`src/rtl/data_mem_mmio_if.sv`:
```
// Memory-stage bus between the core and the data memory / MMIO block.
// The master is the core side; the slave is data_mem_mmio.
interface data_mem_mmio_if #(
    parameter int LED_W = 8
);
    logic             MemWriteM;
    logic [31:0]      ALUResultM;
    logic [31:0]      WriteDataM;
    logic [31:0]      ReadDataM;
    logic [LED_W-1:0] leds;
    logic             timer_irq;

    modport master (
        output MemWriteM, ALUResultM, WriteDataM,
        input  ReadDataM, leds, timer_irq
    );

    modport slave (
        input  MemWriteM, ALUResultM, WriteDataM,
        output ReadDataM, leds, timer_irq
    );
endinterface

```
`src/rtl/data_mem_mmio.sv`:
```
// Data RAM plus MMIO bank (LEDs, free-running cycle counter, compare timer with IRQ).
// Loads are combinational; stores and register writes land on the rising edge.
module data_mem_mmio #(
    parameter int          DEPTH     = 64,
    parameter logic [31:0] MMIO_BASE = 32'h0000_1000,
    parameter int          LED_W     = 8
) (
    input logic            clk,
    input logic            reset,
    data_mem_mmio_if.slave bus
);
    localparam int IDX_W = $clog2(DEPTH);

    localparam logic [2:0] REG_LED   = 3'd0;
    localparam logic [2:0] REG_CYCLE = 3'd1;
    localparam logic [2:0] REG_CMP   = 3'd2;
    localparam logic [2:0] REG_CTRL  = 3'd3;
    localparam logic [2:0] REG_CNT   = 3'd4;

    logic              ramHit;
    logic              mmioHit;
    logic [IDX_W-1:0]  ramIdx;
    logic [2:0]        regSel;
    logic              wrRam;
    logic              wrMmio;
    logic              wrLed;
    logic              wrCmp;
    logic              wrCtrl;
    logic              wrCnt;
    logic              timerMatch;
    logic              unusedAddrBits;

    logic [31:0]       mem [DEPTH];
    logic [LED_W-1:0]  ledReg;
    logic [31:0]       cycleCnt;
    logic [31:0]       tmrCmp;
    logic [31:0]       tmrCnt;
    logic              tmrEn;
    logic              tmrAuto;
    logic              tmrFlag;
    logic [31:0]       readData;

    // Word access only: the byte offset within a word never affects decode.
    assign unusedAddrBits = ^bus.ALUResultM[1:0];

    assign ramHit  = (bus.ALUResultM[31:IDX_W+2] == '0);
    assign mmioHit = (bus.ALUResultM[31:5] == MMIO_BASE[31:5]);
    assign ramIdx  = bus.ALUResultM[IDX_W+1:2];
    assign regSel  = bus.ALUResultM[4:2];

    assign wrRam  = bus.MemWriteM && ramHit && !reset;
    assign wrMmio = bus.MemWriteM && mmioHit && !ramHit;
    assign wrLed  = wrMmio && (regSel == REG_LED);
    assign wrCmp  = wrMmio && (regSel == REG_CMP);
    assign wrCtrl = wrMmio && (regSel == REG_CTRL);
    assign wrCnt  = wrMmio && (regSel == REG_CNT);

    assign timerMatch = tmrEn && (tmrCnt == tmrCmp);

    always_ff @(posedge clk) begin
        if (wrRam) begin
            mem[ramIdx] <= bus.WriteDataM;
        end
    end

    // Software writes follow the timer update so they override reload/one-shot;
    // a W1C is dropped when it collides with a match so the set wins.
    always_ff @(posedge clk) begin
        if (reset) begin
            ledReg   <= '0;
            cycleCnt <= '0;
            tmrCmp   <= '0;
            tmrCnt   <= '0;
            tmrEn    <= 1'b0;
            tmrAuto  <= 1'b0;
            tmrFlag  <= 1'b0;
        end else begin
            cycleCnt <= cycleCnt + 32'd1;
            if (timerMatch) begin
                tmrFlag <= 1'b1;
                if (tmrAuto) begin
                    tmrCnt <= '0;
                end else begin
                    tmrEn <= 1'b0;
                end
            end else if (tmrEn) begin
                tmrCnt <= tmrCnt + 32'd1;
            end

            if (wrLed) begin
                ledReg <= bus.WriteDataM[LED_W-1:0];
            end
            if (wrCmp) begin
                tmrCmp <= bus.WriteDataM;
            end
            if (wrCtrl) begin
                tmrEn   <= bus.WriteDataM[0];
                tmrAuto <= bus.WriteDataM[2];
                if (bus.WriteDataM[1] && !timerMatch) begin
                    tmrFlag <= 1'b0;
                end
            end
            if (wrCnt) begin
                tmrCnt <= bus.WriteDataM;
            end
        end
    end

    always_comb begin
        readData = '0;
        if (ramHit) begin
            readData = mem[ramIdx];
        end else if (mmioHit) begin
            case (regSel)
                REG_LED:   readData = 32'(ledReg);
                REG_CYCLE: readData = cycleCnt;
                REG_CMP:   readData = tmrCmp;
                REG_CTRL:  readData = {29'd0, tmrAuto, tmrFlag, tmrEn};
                REG_CNT:   readData = tmrCnt;
                default:   readData = '0;
            endcase
        end
    end

    assign bus.ReadDataM = readData;
    assign bus.leds      = ledReg;
    assign bus.timer_irq = tmrFlag;
endmodule
```
`src/flat_wrapper.sv`:
```
// flat-port wrapper written by rule: the top's interface ports become plain ports
module data_mem_mmio_flat 
#(
    parameter int          DEPTH     = 64,
    parameter logic [31:0] MMIO_BASE = 32'h0000_1000,
    parameter int          LED_W     = 8
)
  (clk, reset, bus_MemWriteM, bus_ALUResultM, bus_WriteDataM, bus_ReadDataM, bus_leds, bus_timer_irq);
  data_mem_mmio_if #(.LED_W(LED_W)) bus_i ();
  input logic clk;
  input logic reset;
  input wire logic [$bits(bus_i.MemWriteM)-1:0] bus_MemWriteM;
  input wire logic [$bits(bus_i.ALUResultM)-1:0] bus_ALUResultM;
  input wire logic [$bits(bus_i.WriteDataM)-1:0] bus_WriteDataM;
  output wire logic [$bits(bus_i.ReadDataM)-1:0] bus_ReadDataM;
  output wire logic [$bits(bus_i.leds)-1:0] bus_leds;
  output wire logic [$bits(bus_i.timer_irq)-1:0] bus_timer_irq;
  assign bus_i.MemWriteM = bus_MemWriteM;
  assign bus_i.ALUResultM = bus_ALUResultM;
  assign bus_i.WriteDataM = bus_WriteDataM;
  assign bus_ReadDataM = bus_i.ReadDataM;
  assign bus_leds = bus_i.leds;
  assign bus_timer_irq = bus_i.timer_irq;
  data_mem_mmio #(.DEPTH(DEPTH), .MMIO_BASE(MMIO_BASE), .LED_W(LED_W)) u_core (.clk(clk), .reset(reset), .bus(bus_i));
endmodule
```
`config.mk`:
```
export PLATFORM = sky130hd
export DESIGN_NAME = data_mem_mmio_flat
export DESIGN_NICKNAME = d
export VERILOG_FILES = /design/src/rtl/data_mem_mmio_if.sv /design/src/rtl/data_mem_mmio.sv /design/src/flat_wrapper.sv
export SDC_FILE = /design/constraint.sdc
export NUM_CORES = 2
export LEC_CHECK = 0
export ABC_CLOCK_PERIOD_IN_PS = 4400
export BUFFER_PORTS_ARGS = -buffer_cell sky130_fd_sc_hd__buf_2
export CAP_MARGIN = 30
export CORE_ASPECT_RATIO = 1.2
export CORE_MARGIN = 3
export CORE_UTILIZATION = 56
export DETAILED_ROUTE_END_ITERATION = 6
export PLACE_DENSITY = 0.75
export SYNTH_ARGS = -nofsm -noshare
export SYNTH_HDL_FRONTEND = slang
export SYNTH_SLANG_ARGS = --single-unit
```
`constraint.sdc`:
```
create_clock -name clk -period 4.4 [get_ports clk]
set_input_delay 0.44 -clock clk [delete_from_list [all_inputs] [get_ports clk]]
set_output_delay 0.44 -clock clk [all_outputs]
set_load 0.005 [all_outputs]
```
# Word-level counts from Yosys, hierarchy flattened
# Memory sizes are Yosys's and may differ from the RTL's.
# Cells that the tools add are included.
# W data, S select, Z words.
# totals
register_bits	107
ramBits	2048
in_bits	67
output_inout_bits	41
elab_cells	52
memories	1
# op_classes
n_addsub	2
n_eq_ne	8
n_mux	15
reduce_logical	19
# memory_table
memory	depth	width	read_ports	rd_ports_with_merged_regs	wr	line_no	text
u_core.mem	64	32	1	0	1	data_mem_mmio.sv:33	logic [31:0] mem [DEPTH];
# op_table
op	count
$mux W32	6
$pmux W32 S5	1
$add A32 B1 Y32 const B	2
$eq A32 B32 Y1	1
$eq A27 B8 Y1 const B	1
$logic_not A24 Y1	1
$logic_and A1 B1 Y1	10
$mux W1	8
$eq A3 B2 Y1 const B	2
$reduce_and A2 Y1	2
$eq A3 B1 Y1 const B	1
$eq A3 B3 Y1 const B	1
$logic_not A1 Y1	3
$logic_not A3 Y1	1
$ne A3 B2 Y1 const B	1
$reduce_bool A3 Y1	1
$ne A2 B1 Y1 const B	1
$reduce_bool A2 Y1	1

# Depth between registers and ports, before layout
# logic_depth
depth_word	6
mapped_depth	13

# Worst setup path before layout
# OpenSTA, ideal clock, no wires.
# synth_path
path_kind	input to register
from	input port bus_ALUResultM[27]
to	memory u_core.mem[37][0], enable pin
setup_ps	461
arrival_time_ps	4068
required_time_ps	3939
setup_slack_ps	-130
path_stages	7
n_path_buf	1
cell_sequence	nor4_1 -> nand4_1 -> or3_1 -> clkbuf_1 -> nor3_2 -> nand2_1 -> nor3_1
# synth_between
elab_chain_len	5
# synth_lines
element	line_no	text
start, declared	flat_wrapper.sv:13	input wire logic [$bits(bus_i.ALUResultM)-1:0] bus_ALUResultM;
$logic_not A24 Y1	data_mem_mmio.sv:46	assign ramHit = (bus.ALUResultM[31:IDX_W+2] == '0);
$logic_and A1 B1 Y1 (2 in series)	data_mem_mmio.sv:51	assign wrRam = bus.MemWriteM && ramHit && !reset;
$mux W1	data_mem_mmio.sv:61	if (wrRam) begin
$mux W1 (implied by the code)	data_mem_mmio.sv:62	mem[ramIdx] <= bus.WriteDataM;
end, declared	data_mem_mmio.sv:33	
# Every way passes these cells.

# Final worst setup path
# layout_path
from	memory u_core.mem[19][10]
to	output port bus_ReadDataM[10]
# layout_between
elab_chain_len	2
# layout_lines
element	line_no	text
$mem_v2 Z64 W32	--	
$mux W32	data_mem_mmio.sv:111	if (ramHit) begin
end, declared	flat_wrapper.sv:15	output wire logic [$bits(bus_i.ReadDataM)-1:0] bus_ReadDataM;
# Every way passes these cells.

==> reports/summary.txt <==
Status = finished, violations left
Failing checks = design-rule violations
Layout cell share with drive strength beyond 1 = 18.92%
Crit path capture = bus_ReadDataM[10]
Worst R2R End = u_core.tmrCnt[13]
Routed Antenna Nets = 0
Via density = 7.114
R2R depth = 8
Critical path required time = 3.96 ns
GPL Wtd Cong = 0.9391
Synthesized area = 82940 um2
Clk pin slew, worst setup/hold paths = 0.06 ns
Wire per inst = 36.14 um
Most frequent cells in the layout = 2048 x edfxtp_1, 339 x a22oi_1, 336 x buf_4, 249 x nand2_1, 215 x a21oi_1
Post-synth EDFFs = 2048
Area of the multi-input gates = 18190 um2
Pleak = 30.33 nW
Worst slew pin tran = 1.315 ns
Placed cell area = 89060 um2
Inserted Clock Buffers = 191
Post-synthesis net count = 5096
Pwr dens = 432.6 nW/um2
Largest net degree at the start of global routing = 77
WP data arrival = 3.91 ns
Worst hold path type = in2reg
Number of global-route vias before repair = 51410
Final Hold Viols = 0
Synthesized flop and latch total = 2155
Total gr overflow = 0
FILL cells = 9662
Yosys Warn Count = 0
First-pass GRT wire length = 377600 um
Final period util = 98.89%
Clk_lat worst skew = 0.83 ns
Final nets = 5469
Slew margin rel. = 12.31%
Hold slack = 0.09579 ns
Startpoint Class = register
Seq/Total Area, Yosys = 76.74%
Die area = 152800 um2
Final min period = 4.351 ns
DR vias = 53440
Design area = 95300 um2
CTS Buffer Depth = 3
Die Span Y = 427.6 um
Crit. End Element = primary output
Max Cap Viol = 0
Final setup viols = 0
Post-DP HPWL = 163900 um
Max IR drop VDD = 0.3924 mV
# IOs = 108
Critical path launch point = u_core.mem[19][10]
Post-CTS setup buffers = 0
RSZ-0062 raised after global routing = no
Final wirelength = 271500 um
R2R Setup Slk = 1.23 ns
Global Route Usage Sum = 35.17%
Htree depth = 4
Core area = 147000 um2
Iter 0 DRT Violations = 9524
Critical Path Max Stage Delay = 0.57 ns
Mapped Cells = 5027
First drt pass iteration count = 7
Sequential cell area = 63640 um2
Clk_skew = 0.02018 ns
Row count = 154
Fmax = 229.8 MHz
Yosys cell types = 77
TritonCTS clock tree = built
Fin. max-slew vios = 0
Initial core utilization = 56.41%
Syn-to-layout area delta = 14.91%
Clk sink count = 2155
Most common library cell in the layout ignoring fill and taps = edfxtp_1
Post-Syn Area per Cell = 16.50 um2
DRC Markers = 6
Initial antenna violation count = 13
Crit Reg-Reg Startpoint = u_core.tmrCnt[19]
I/O Buffers = 105
FFs w/ async S/R, synth = 0%
Crit path max-delay cell type = or4_1
Max FO, Critical Path = 2
Crit Path Class = reg2out
Synth Flop Type = edfxtp_1
Die X = 357.3 um
CTS root buf = clkbuf_16
Cell Chain, Critical Path = mux2_1, a221o_1, a222oi_1, o22ai_1, buf_4, or4_1, nor4_1, buf_4, o22ai_1, buf_2
-- synthesized netlist by cell type (10+ instances only) --
master     instances  area (um2)
o2bb2ai_1         15       131.4
a221oi_1         185        1620
o211ai_1          20       150.1
mux2i_1          203        2032
buf_1             40       150.1
o22ai_1           51       319.1
dfxtp_1          107        2142
or4_1             10       75.07
a21oi_1          215        1076
xnor2_1           44       385.4
nor3_1            33       165.2
and2_1            12       75.07
a222oi_1          45       450.4
nand4_1           39       244.0
a22o_1            80       700.7
a211oi_1          35       262.8
inv_1             14       52.55
edfxtp_1        2048       61500
a31oi_1          106       663.1
a221o_1           18       180.2
clkbuf_1         137       514.2
nor4_1            28       175.2
nor2_1           262       983.4
buf_4             22       165.2
and3_1            16       100.1
o21ai_0          113       565.5
buf_2            148       740.7
xor2_1            21       183.9
a22oi_1          339        2545
nand3_1           62       310.3
mux2_2           124        1396
nand2_1          254       953.4
mux4_2            27       608.1
-- worst min-delay path by stage --
stage                                     to          startpoint  depth (start not counted)
after floorplan           u_core.cycleCnt[0]  u_core.cycleCnt[0]                          1
after detailed placement   u_core.tmrCmp[15]   u_core.tmrCmp[15]                          2
after CTS                  u_core.tmrCmp[22]  bus_WriteDataM[22]                          3
after global placement     u_core.tmrCmp[11]   u_core.tmrCmp[11]                          2
after global routing      u_core.mem[51][22]  bus_WriteDataM[22]                          1
final                     u_core.mem[15][18]  bus_WriteDataM[18]                          2
-- worst max-delay path, delay by kind of cell (launching register included) --
family          cells  cell delay (ns)
compound gates      4             0.95
buf+inv             3             0.60
flops               1             0.36
mux                 1             0.31
simple gates        2             0.85
-- per-layer routing --
| metal | wire, um | share of wire [%] | global-route usage (%) | vias up |
|---|---|---|---|---|
| li1 | - | - | - | 21180 |
| met1 | 86440 | 32 | 43.93 | 26250 |
| met3 | 39370 | 15 | 9.833 | 1163 |
| met2 | 123500 | 46 | 53.93 | 4845 |
| met5 | 50 | 0.018 | 0 | - |
| met4 | 22070 | 8.1 | 23.68 | 8 |
-- area by class of cell --
type	instances	share of cell area (%)
Antenna cell	7	0.01838
Clock buffer	226	5.220
Clock inverter	122	1.184
Inverter	15	0.06039
Multi-Input combinational cell	2503	19.09
Sequential cell	2155	66.78
Tap cell	1950	2.560
Timing Repair Buffer	534	5.090
-- state kept, by name, indices dropped and copies added, names as in the netlist --
| signal | cells |
|---|---|
| u_core.tmrCmp | 32 |
| u_core.tmrCnt | 32 |
| u_core.bus.timer_irq | 1 |
| u_core.cycleCnt | 32 |
| u_core.bus.leds | 8 |
| u_core.mem | 2048 |
| u_core.tmrEn | 1 |
| u_core.tmrAuto | 1 |
-- stage by stage --
step	setup TNS (ns)	instances	power [W]	util, %	setup WS (ns)
3_5_place_dp	-0.03467	7147	0.02502	60.58	-0.03467
4_1_cts	0	7501	0.04114	64.77	0.1332
2_1_floorplan	-8.289	5027	0.02376	-	-0.1296
6_report	0	7512	0.04123	64.82	0.04869
3_3_place_gp	0	7139	0.02497	60.49	0.02582
5_1_grt	0	7506	0.04198	64.81	0.02814
-- cell families (layout without fill, tap and decap cells) --
| group | after synthesis | in the layout | share of synthesized area (%) |
|---|---|---|---|
| flops | 2155 | 2155 | 76.74 |
| compound gates | 1304 | 1304 | 11.31 |
| simple gates | 773 | 773 | 4.242 |
| buf+inv | 369 | 897 | 2.056 |
| mux | 359 | 359 | 4.939 |
| xor+xnor | 65 | 65 | 0.6864 |
| fa+ha+maj | 2 | 2 | 0.03017 |
| other cells | 0 | 7 | 0 |
-- power breakdown --
group | internal [W] | total, W | switching (W) | leakage, nW
combinational | 0.000665 | 0.00226 | 0.00160 | 8.08
clock | 0.00914 | 0.0165 | 0.00740 | 2.98
sequential | 0.0224 | 0.0224 | 0.00000360 | 19.3
total | 0.0322 | 0.0412 | 0.00900 | 30.3
-- what timing repair did --
action                                  in CTS  in global routing
gates resized for setup                      1                  0
hold buffers                                 6                  1
endpoints found under the hold margin       32                  2
endpoints found under the setup margin       1                  0
(Power assumes the default switching activity.)
